[config.mk]
export PLATFORM = sky130hd
export DESIGN_NAME = sad_window_compare
export DESIGN_NICKNAME = d
export VERILOG_FILES = /design/src/rtl/sad_pkg.sv /design/src/rtl/sad_col_absdiff.sv /design/src/rtl/sad_window_compare.sv
export SDC_FILE = /design/constraint.sdc
export NUM_CORES = 1
export LEC_CHECK = 0
export ABC_AREA = 0
export CORE_AREA = 2 2 263 265
export DETAILED_ROUTE_END_ITERATION = 10
export DIE_AREA = 0 0 265 267
export GPL_TIMING_DRIVEN = 1
export SYNTH_ARGS = -nofsm -noshare
export SYNTH_HDL_FRONTEND = slang
export SYNTH_HIERARCHICAL = 1
export SYNTH_SLANG_ARGS = --single-unit
export TNS_END_PERCENT = 20
[constraint.sdc]
create_clock -name Clk -period 11.3 [get_ports Clk]
set_clock_uncertainty 0.05 [all_clocks]
set_input_delay 2.26 -clock Clk [delete_from_list [all_inputs] [get_ports Clk]]
set_output_delay 2.26 -clock Clk [all_outputs]
set_load 0.01 [all_outputs]
[src/rtl/sad_pkg.sv]
// Shared types, sizes and helpers for the SAD window comparator.
package sad_pkg;

    localparam int PIX_W  = 8;
    localparam int ROWS   = 4;
    localparam int COLS   = 4;
    localparam int ADDR_W = 8;
    localparam int SAD_W  = PIX_W + 4;
    localparam int CSUM_W = PIX_W + 2;
    localparam int WORD_W = ROWS * PIX_W;

    typedef logic [1:0] phase_t;

    // Extract pixel 'row' from a packed column word (row 0 in the LSBs).
    function automatic logic [PIX_W-1:0] get_pix(input logic [WORD_W-1:0] word, input int row);
        return word[row*PIX_W +: PIX_W];
    endfunction

endpackage

[src/rtl/sad_col_absdiff.sv]
// One window column: absolute difference of each pixel against the template
// column, summed into a column partial SAD.
module sad_col_absdiff
    import sad_pkg::*;
(
    input  logic [WORD_W-1:0] pix,
    input  logic [WORD_W-1:0] tmpl,
    output logic [CSUM_W-1:0] col_sum
);

    function automatic logic [PIX_W-1:0] absdiff(input logic [PIX_W-1:0] a, input logic [PIX_W-1:0] b);
        return (a > b) ? (a - b) : (b - a);
    endfunction

    // Accumulate the per-row absolute differences of this column.
    always_comb begin
        col_sum = '0;
        for (int r = 0; r < ROWS; r++) begin
            col_sum = col_sum + CSUM_W'(absdiff(get_pix(pix, r), get_pix(tmpl, r)));
        end
    end

endmodule

[src/rtl/sad_window_compare.sv]
// SAD window comparator: reads four frame-memory columns in lock-step with the
// column-address generator, computes the 4x4 SAD against a stored template and
// tracks the best (lowest) SAD and its window address.
// Optional feature: define SAD_THRESH_EN to add sad_thresh / sad_hit.
module sad_window_compare
    import sad_pkg::*;
(
    input  logic                Clk,
    input  logic                Rst_n,
    input  logic                On,
    input  logic [ADDR_W-1:0]   AddressC1,
    input  logic [ADDR_W-1:0]   AddressC2,
    input  logic [ADDR_W-1:0]   AddressC3,
    input  logic [ADDR_W-1:0]   AddressC4,
    input  logic                tmpl_we,
    input  logic [1:0]          tmpl_col,
    input  logic [WORD_W-1:0]   tmpl_data,
    input  logic                clr_min,
`ifdef SAD_THRESH_EN
    input  logic [SAD_W-1:0]    sad_thresh,
    output logic                sad_hit,
`endif
    output logic                mem_rd,
    output logic [ADDR_W-1:0]   mem_addr,
    input  logic [WORD_W-1:0]   mem_data,
    output logic                sad_valid,
    output logic [SAD_W-1:0]    sad_out,
    output logic [ADDR_W-1:0]   win_addr,
    output logic [SAD_W-1:0]    min_sad,
    output logic [ADDR_W-1:0]   min_addr
);

    phase_t             phase;
    phase_t             rd_phase;
    logic [ADDR_W-1:0]  sel_addr;
    logic [ADDR_W-1:0]  issue_tag;
    logic [WORD_W-1:0]  col_buf  [COLS];
    logic [WORD_W-1:0]  tmpl_mem [COLS];
    logic               win_valid;
    logic [ADDR_W-1:0]  win_tag;
    logic [CSUM_W-1:0]  col_sum  [COLS];
    logic [CSUM_W-1:0]  s1_sum   [COLS];
    logic               s1_valid;
    logic [ADDR_W-1:0]  s1_tag;
    logic [SAD_W-1:0]   total;

    // Pick the generator address that belongs to the current phase.
    always_comb begin
        case (phase)
            2'd0:    sel_addr = AddressC1;
            2'd1:    sel_addr = AddressC2;
            2'd2:    sel_addr = AddressC3;
            default: sel_addr = AddressC4;
        endcase
    end

    // Issue one read per On cycle and advance the phase; phase 0 opens a new window tag.
    always_ff @(posedge Clk or negedge Rst_n) begin
        if (!Rst_n) begin
            phase     <= '0;
            rd_phase  <= '0;
            mem_rd    <= 1'b0;
            mem_addr  <= '0;
            issue_tag <= '0;
        end else if (On) begin
            mem_rd   <= 1'b1;
            mem_addr <= sel_addr;
            rd_phase <= phase;
            phase    <= phase_t'(phase + 2'd1);
            if (phase == 2'd0) begin
                issue_tag <= AddressC1;
            end
        end else begin
            mem_rd <= 1'b0;
        end
    end

    // Capture returning column data; the phase-3 column completes the window.
    // Stage 1 samples col_buf on the very next edge, before any new phase-0
    // capture can overwrite column 0, so col_buf itself serves as the snapshot.
    always_ff @(posedge Clk or negedge Rst_n) begin
        if (!Rst_n) begin
            for (int c = 0; c < COLS; c++) begin
                col_buf[c] <= '0;
            end
            win_valid <= 1'b0;
            win_tag   <= '0;
        end else begin
            win_valid <= mem_rd && (rd_phase == 2'd3);
            if (mem_rd) begin
                col_buf[rd_phase] <= mem_data;
                if (rd_phase == 2'd3) begin
                    win_tag <= issue_tag;
                end
            end
        end
    end

    // Template columns are only writable while the pipeline is not issuing.
    always_ff @(posedge Clk or negedge Rst_n) begin
        if (!Rst_n) begin
            for (int c = 0; c < COLS; c++) begin
                tmpl_mem[c] <= '0;
            end
        end else if (tmpl_we && !On) begin
            tmpl_mem[tmpl_col] <= tmpl_data;
        end
    end

    for (genvar c = 0; c < COLS; c++) begin : g_col
        sad_col_absdiff u_col (
            .pix     (col_buf[c]),
            .tmpl    (tmpl_mem[c]),
            .col_sum (col_sum[c])
        );
    end

    // Stage 1: register the four column partial sums of a completed window.
    always_ff @(posedge Clk or negedge Rst_n) begin
        if (!Rst_n) begin
            for (int c = 0; c < COLS; c++) begin
                s1_sum[c] <= '0;
            end
            s1_valid <= 1'b0;
            s1_tag   <= '0;
        end else begin
            s1_valid <= win_valid;
            if (win_valid) begin
                for (int c = 0; c < COLS; c++) begin
                    s1_sum[c] <= col_sum[c];
                end
                s1_tag <= win_tag;
            end
        end
    end

    // Add the column partial sums into the window SAD.
    always_comb begin
        total = '0;
        for (int c = 0; c < COLS; c++) begin
            total = total + SAD_W'(s1_sum[c]);
        end
    end

    // Stage 2: publish the window SAD with its tag as a one-cycle pulse.
    always_ff @(posedge Clk or negedge Rst_n) begin
        if (!Rst_n) begin
            sad_valid <= 1'b0;
            sad_out   <= '0;
            win_addr  <= '0;
        end else begin
            sad_valid <= s1_valid;
            if (s1_valid) begin
                sad_out  <= total;
                win_addr <= s1_tag;
            end
        end
    end

`ifdef SAD_THRESH_EN
    // Flag windows at or below the threshold, aligned with sad_valid.
    always_ff @(posedge Clk or negedge Rst_n) begin
        if (!Rst_n) begin
            sad_hit <= 1'b0;
        end else begin
            sad_hit <= s1_valid && (total <= sad_thresh);
        end
    end
`endif

    // Track the lowest SAD; ties keep the earlier window, clr_min restarts the search.
    always_ff @(posedge Clk or negedge Rst_n) begin
        if (!Rst_n) begin
            min_sad  <= '1;
            min_addr <= '0;
        end else if (clr_min) begin
            if (sad_valid) begin
                min_sad  <= sad_out;
                min_addr <= win_addr;
            end else begin
                min_sad  <= '1;
                min_addr <= '0;
            end
        end else if (sad_valid && (sad_out < min_sad)) begin
            min_sad  <= sad_out;
            min_addr <= win_addr;
        end
    end

endmodule

==> impl_metrics.tcl <==
set metrics [dict create \
    ioPinCount 153 \
    critical_path.top_delay_family "adder cells" \
    clockBufferDepth 3 \
    cts_sinks 376 \
    synth_mux_area_share_pct 14.4 \
    synthSimpleGateAreaFrac_pct 8.55 \
    required_ps 11710 \
    die_y_um 267 \
    cts_resized 0 \
    cts_tree "yes" \
    ys_ff_latch 376 \
    avgViaCountPerCell 5.62 \
    syn_area_per_cell_um2 9.97 \
    reg2reg_slack_ps 5840 \
    period_share_pct 48.3 \
    routabilityCongestion 0.922 \
    slowest_delay_ps 760 \
    first_pass_iters 9 \
    critPathCaptureType "flop" \
    grt_start_max_net_pins 138 \
    crit_fanout 13 \
    drt_drc_violations_left 0 \
    cpMaxStageDelayCell "nor3_1" \
    coreArea_mm2 0.0680 \
    antenna_found_initial 0 \
    status "finished, final reports clean" \
    grtUsageTotal_pct 24.5 \
    grt_pass1_vias 22526 \
    worstSetupPathType "reg -> reg" \
    yosysWarnings 6 \
    synth_top_family_by_area "adder cells" \
    netlist_area_mm2 0.0303 \
    wl_um 87000 \
    fmax_mhz 183 \
    postRouteAntennaNets 0 \
    final_cell_mix "473 x inv_1, 363 x dfrtp_1, 312 x mux2_2" \
    rr_worst_depth 17 \
    min_path_cells 1 \
    max_slew_margin_pct 31.8 \
    cts_setup_buffers 0 \
    synth_edf_count 0 \
    hpwl_um 66700 \
    rr_endpoint "s1_sum[7]" \
    nNetsFinal 3636 \
    synth_cell_types 82 \
    drive_above_1_share_pct 15.5 \
    cts_made_buffers 47 \
    cpMostUsedCell "fa_1" \
    cp.buffers_inverters 2 \
    cp_cell_sequence "inv_1, ha_1, nand4_2, nor3_1, nor2_2, mux2_1, fa_1, fa_1, ha_1, inv_1, fa_1, nor2b_1, o21ai_0, a21boi_0, o31a_1, a21oi_1, mux2_2" \
    worst_skew_pair.late_latency_ps 600 \
    hold_path_end "tmpl_mem[71]" \
    synth_ff_type "dfrtp_1" \
    htreeDepth 2 \
    rsz0062_at_grt "no" \
    period_minus_slack_ps 5460 \
    hp-class "reg -> reg" \
    mostFrequentLayoutCell "inv_1" \
    min_from "tmpl_mem[71]" \
    antenna_cells 0 \
    r2r_start "col_buf[29]" \
    syn_to_final_growth_pct 11.7 \
    cts_hold_buf 0 \
    startpoint_type "flop" \
    setup_violations 0 \
    die_area_mm2 0.0708 \
    synthAdderAreaFrac_pct 20.1 \
    n_fill_cell 6252 \
    drtIter0Drc 1484 \
    initial_core_util_pct 44.6 \
    maxCapViolations 0 \
    arrival_ps 5870 \
    synth_compound_area_share_pct 14.5 \
    row_count 96 \
    cts_root_buf "clkbuf_16" \
    synth-xor-area-share_pct 2.51 \
    clk_pin_slew_worst_paths_ps 60 \
    overflow 0 \
    slew_violations 0 \
    syn_inst 3041 \
    ys_seq_area_share_pct 31.1 \
    io_buffers 152 \
    grt_first_pass_wirelength_um 134000 \
    async_flop_share_pct 100 \
    hold_viol 0 \
    via_count 22659 \
    syn_nets 3562 \
    wl_per_cell_um 21.6 \
    fin_setup_tns_ps 0 \
    worstMarginPinSlew_ps 1020 \
    die_w_um 265 \
]
state kept, by name (all words and copies together) (netlist names):
name and flops:
s1_valid 1, win_tag 8, issue_tag 8, mem_addr 8, s1_tag 8, tmpl_mem 128
mem_rd 1, col_buf 128, sad_out 12, win_valid 1, rd_phase 2, win_addr 8
phase 2, s1_sum 40, sad_valid 1, min_sad 12, min_addr 8
Yosys cell counts (all sizes together) (13+ instances only):
cell | n | area share, %
inv | 473 | 5.9
dfrtp | 364 | 30
mux2 | 331 | 12
ha | 302 | 12
o21ai | 173 | 2.9
a21oi | 166 | 2.7
nand2 | 149 | 1.9
fa | 116 | 7.7
buf | 112 | 2.6
nor2 | 84 | 1.1
a211oi | 68 | 2.0
mux2i | 63 | 2.1
a21o | 60 | 1.5
nand3 | 57 | 0.94
xnor2 | 56 | 1.6
nor3 | 39 | 0.73
nand4 | 34 | 0.72
xor2 | 30 | 0.89
clkbuf | 28 | 0.36
nand3b | 23 | 0.57
a31oi | 20 | 0.41
nand2b | 20 | 0.41
a22oi | 18 | 0.45
nor2b | 18 | 0.37
a311oi | 16 | 0.46
or3 | 16 | 0.33
or2 | 15 | 0.31
o22ai | 14 | 0.47
o21a | 13 | 0.32
per-stage QoR:
step | worst slack [ps] | cells | instance area (µm²) | util [%] | hold slack, ps
2_1_floorplan | 6480 | 3041 | 30300 | - | 302
3_3_place_gp | 5940 | 3948 | 32200 | 47.4 | 423
3_5_place_dp | 5940 | 3948 | 32200 | 47.4 | 435
4_1_cts | 5890 | 4035 | 33900 | 49.8 | 437
5_1_grt | 5520 | 4035 | 33900 | 49.8 | 458
6_report | 5840 | 4035 | 33900 | 49.8 | 442
cell type report:
| class | instances | area [µm²] | share of cell area, % |
|---|---|---|---|
| Multi-Input combinational cell | 2051 | 18300 | 54.0 |
| Sequential cell | 376 | 9430 | 27.8 |
| Inverter | 474 | 1780 | 5.26 |
| Timing Repair Buffer | 165 | 1640 | 4.83 |
| Clock buffer | 66 | 1350 | 3.98 |
| Tap cell | 882 | 1100 | 3.26 |
| Clock inverter | 21 | 293 | 0.865 |
logic make-up (layout without fill, tap and decap cells):
family,count (synthesis),after routing
simple gates,503,503
xor+xnor,86,86
buf+inv,614,726
compound gates,650,650
fa+ha+maj,418,418
mux,394,394
flops,376,376
how the worst max path moves through the flow:
stage / to / start / cells past startpoint / slack [ps]
final: s1_sum[7] / col_buf[29] / 17 / 5840
after CTS: s1_sum[9] / col_buf[0] / 21 / 5890
after global routing: s1_sum[9] / col_buf[0] / 21 / 5520
after floorplan: s1_sum[17] / col_buf[32] / 21 / 6480
after detailed placement: s1_sum[9] / col_buf[0] / 21 / 5940
after global placement: s1_sum[9] / col_buf[29] / 18 / 5940
routing by layer:
layer	up-vias	share of wire [%]	global-route usage, %
li1	10596	-	-
met5	-	0	0
met2	570	49	42.5
met3	99	4.0	2.86
met4	0	2.2	5.41
met1	11394	45	33.0
Power is not shown: default switching activity piles up to over one toggle a cycle in this logic, so the estimate is an artifact.
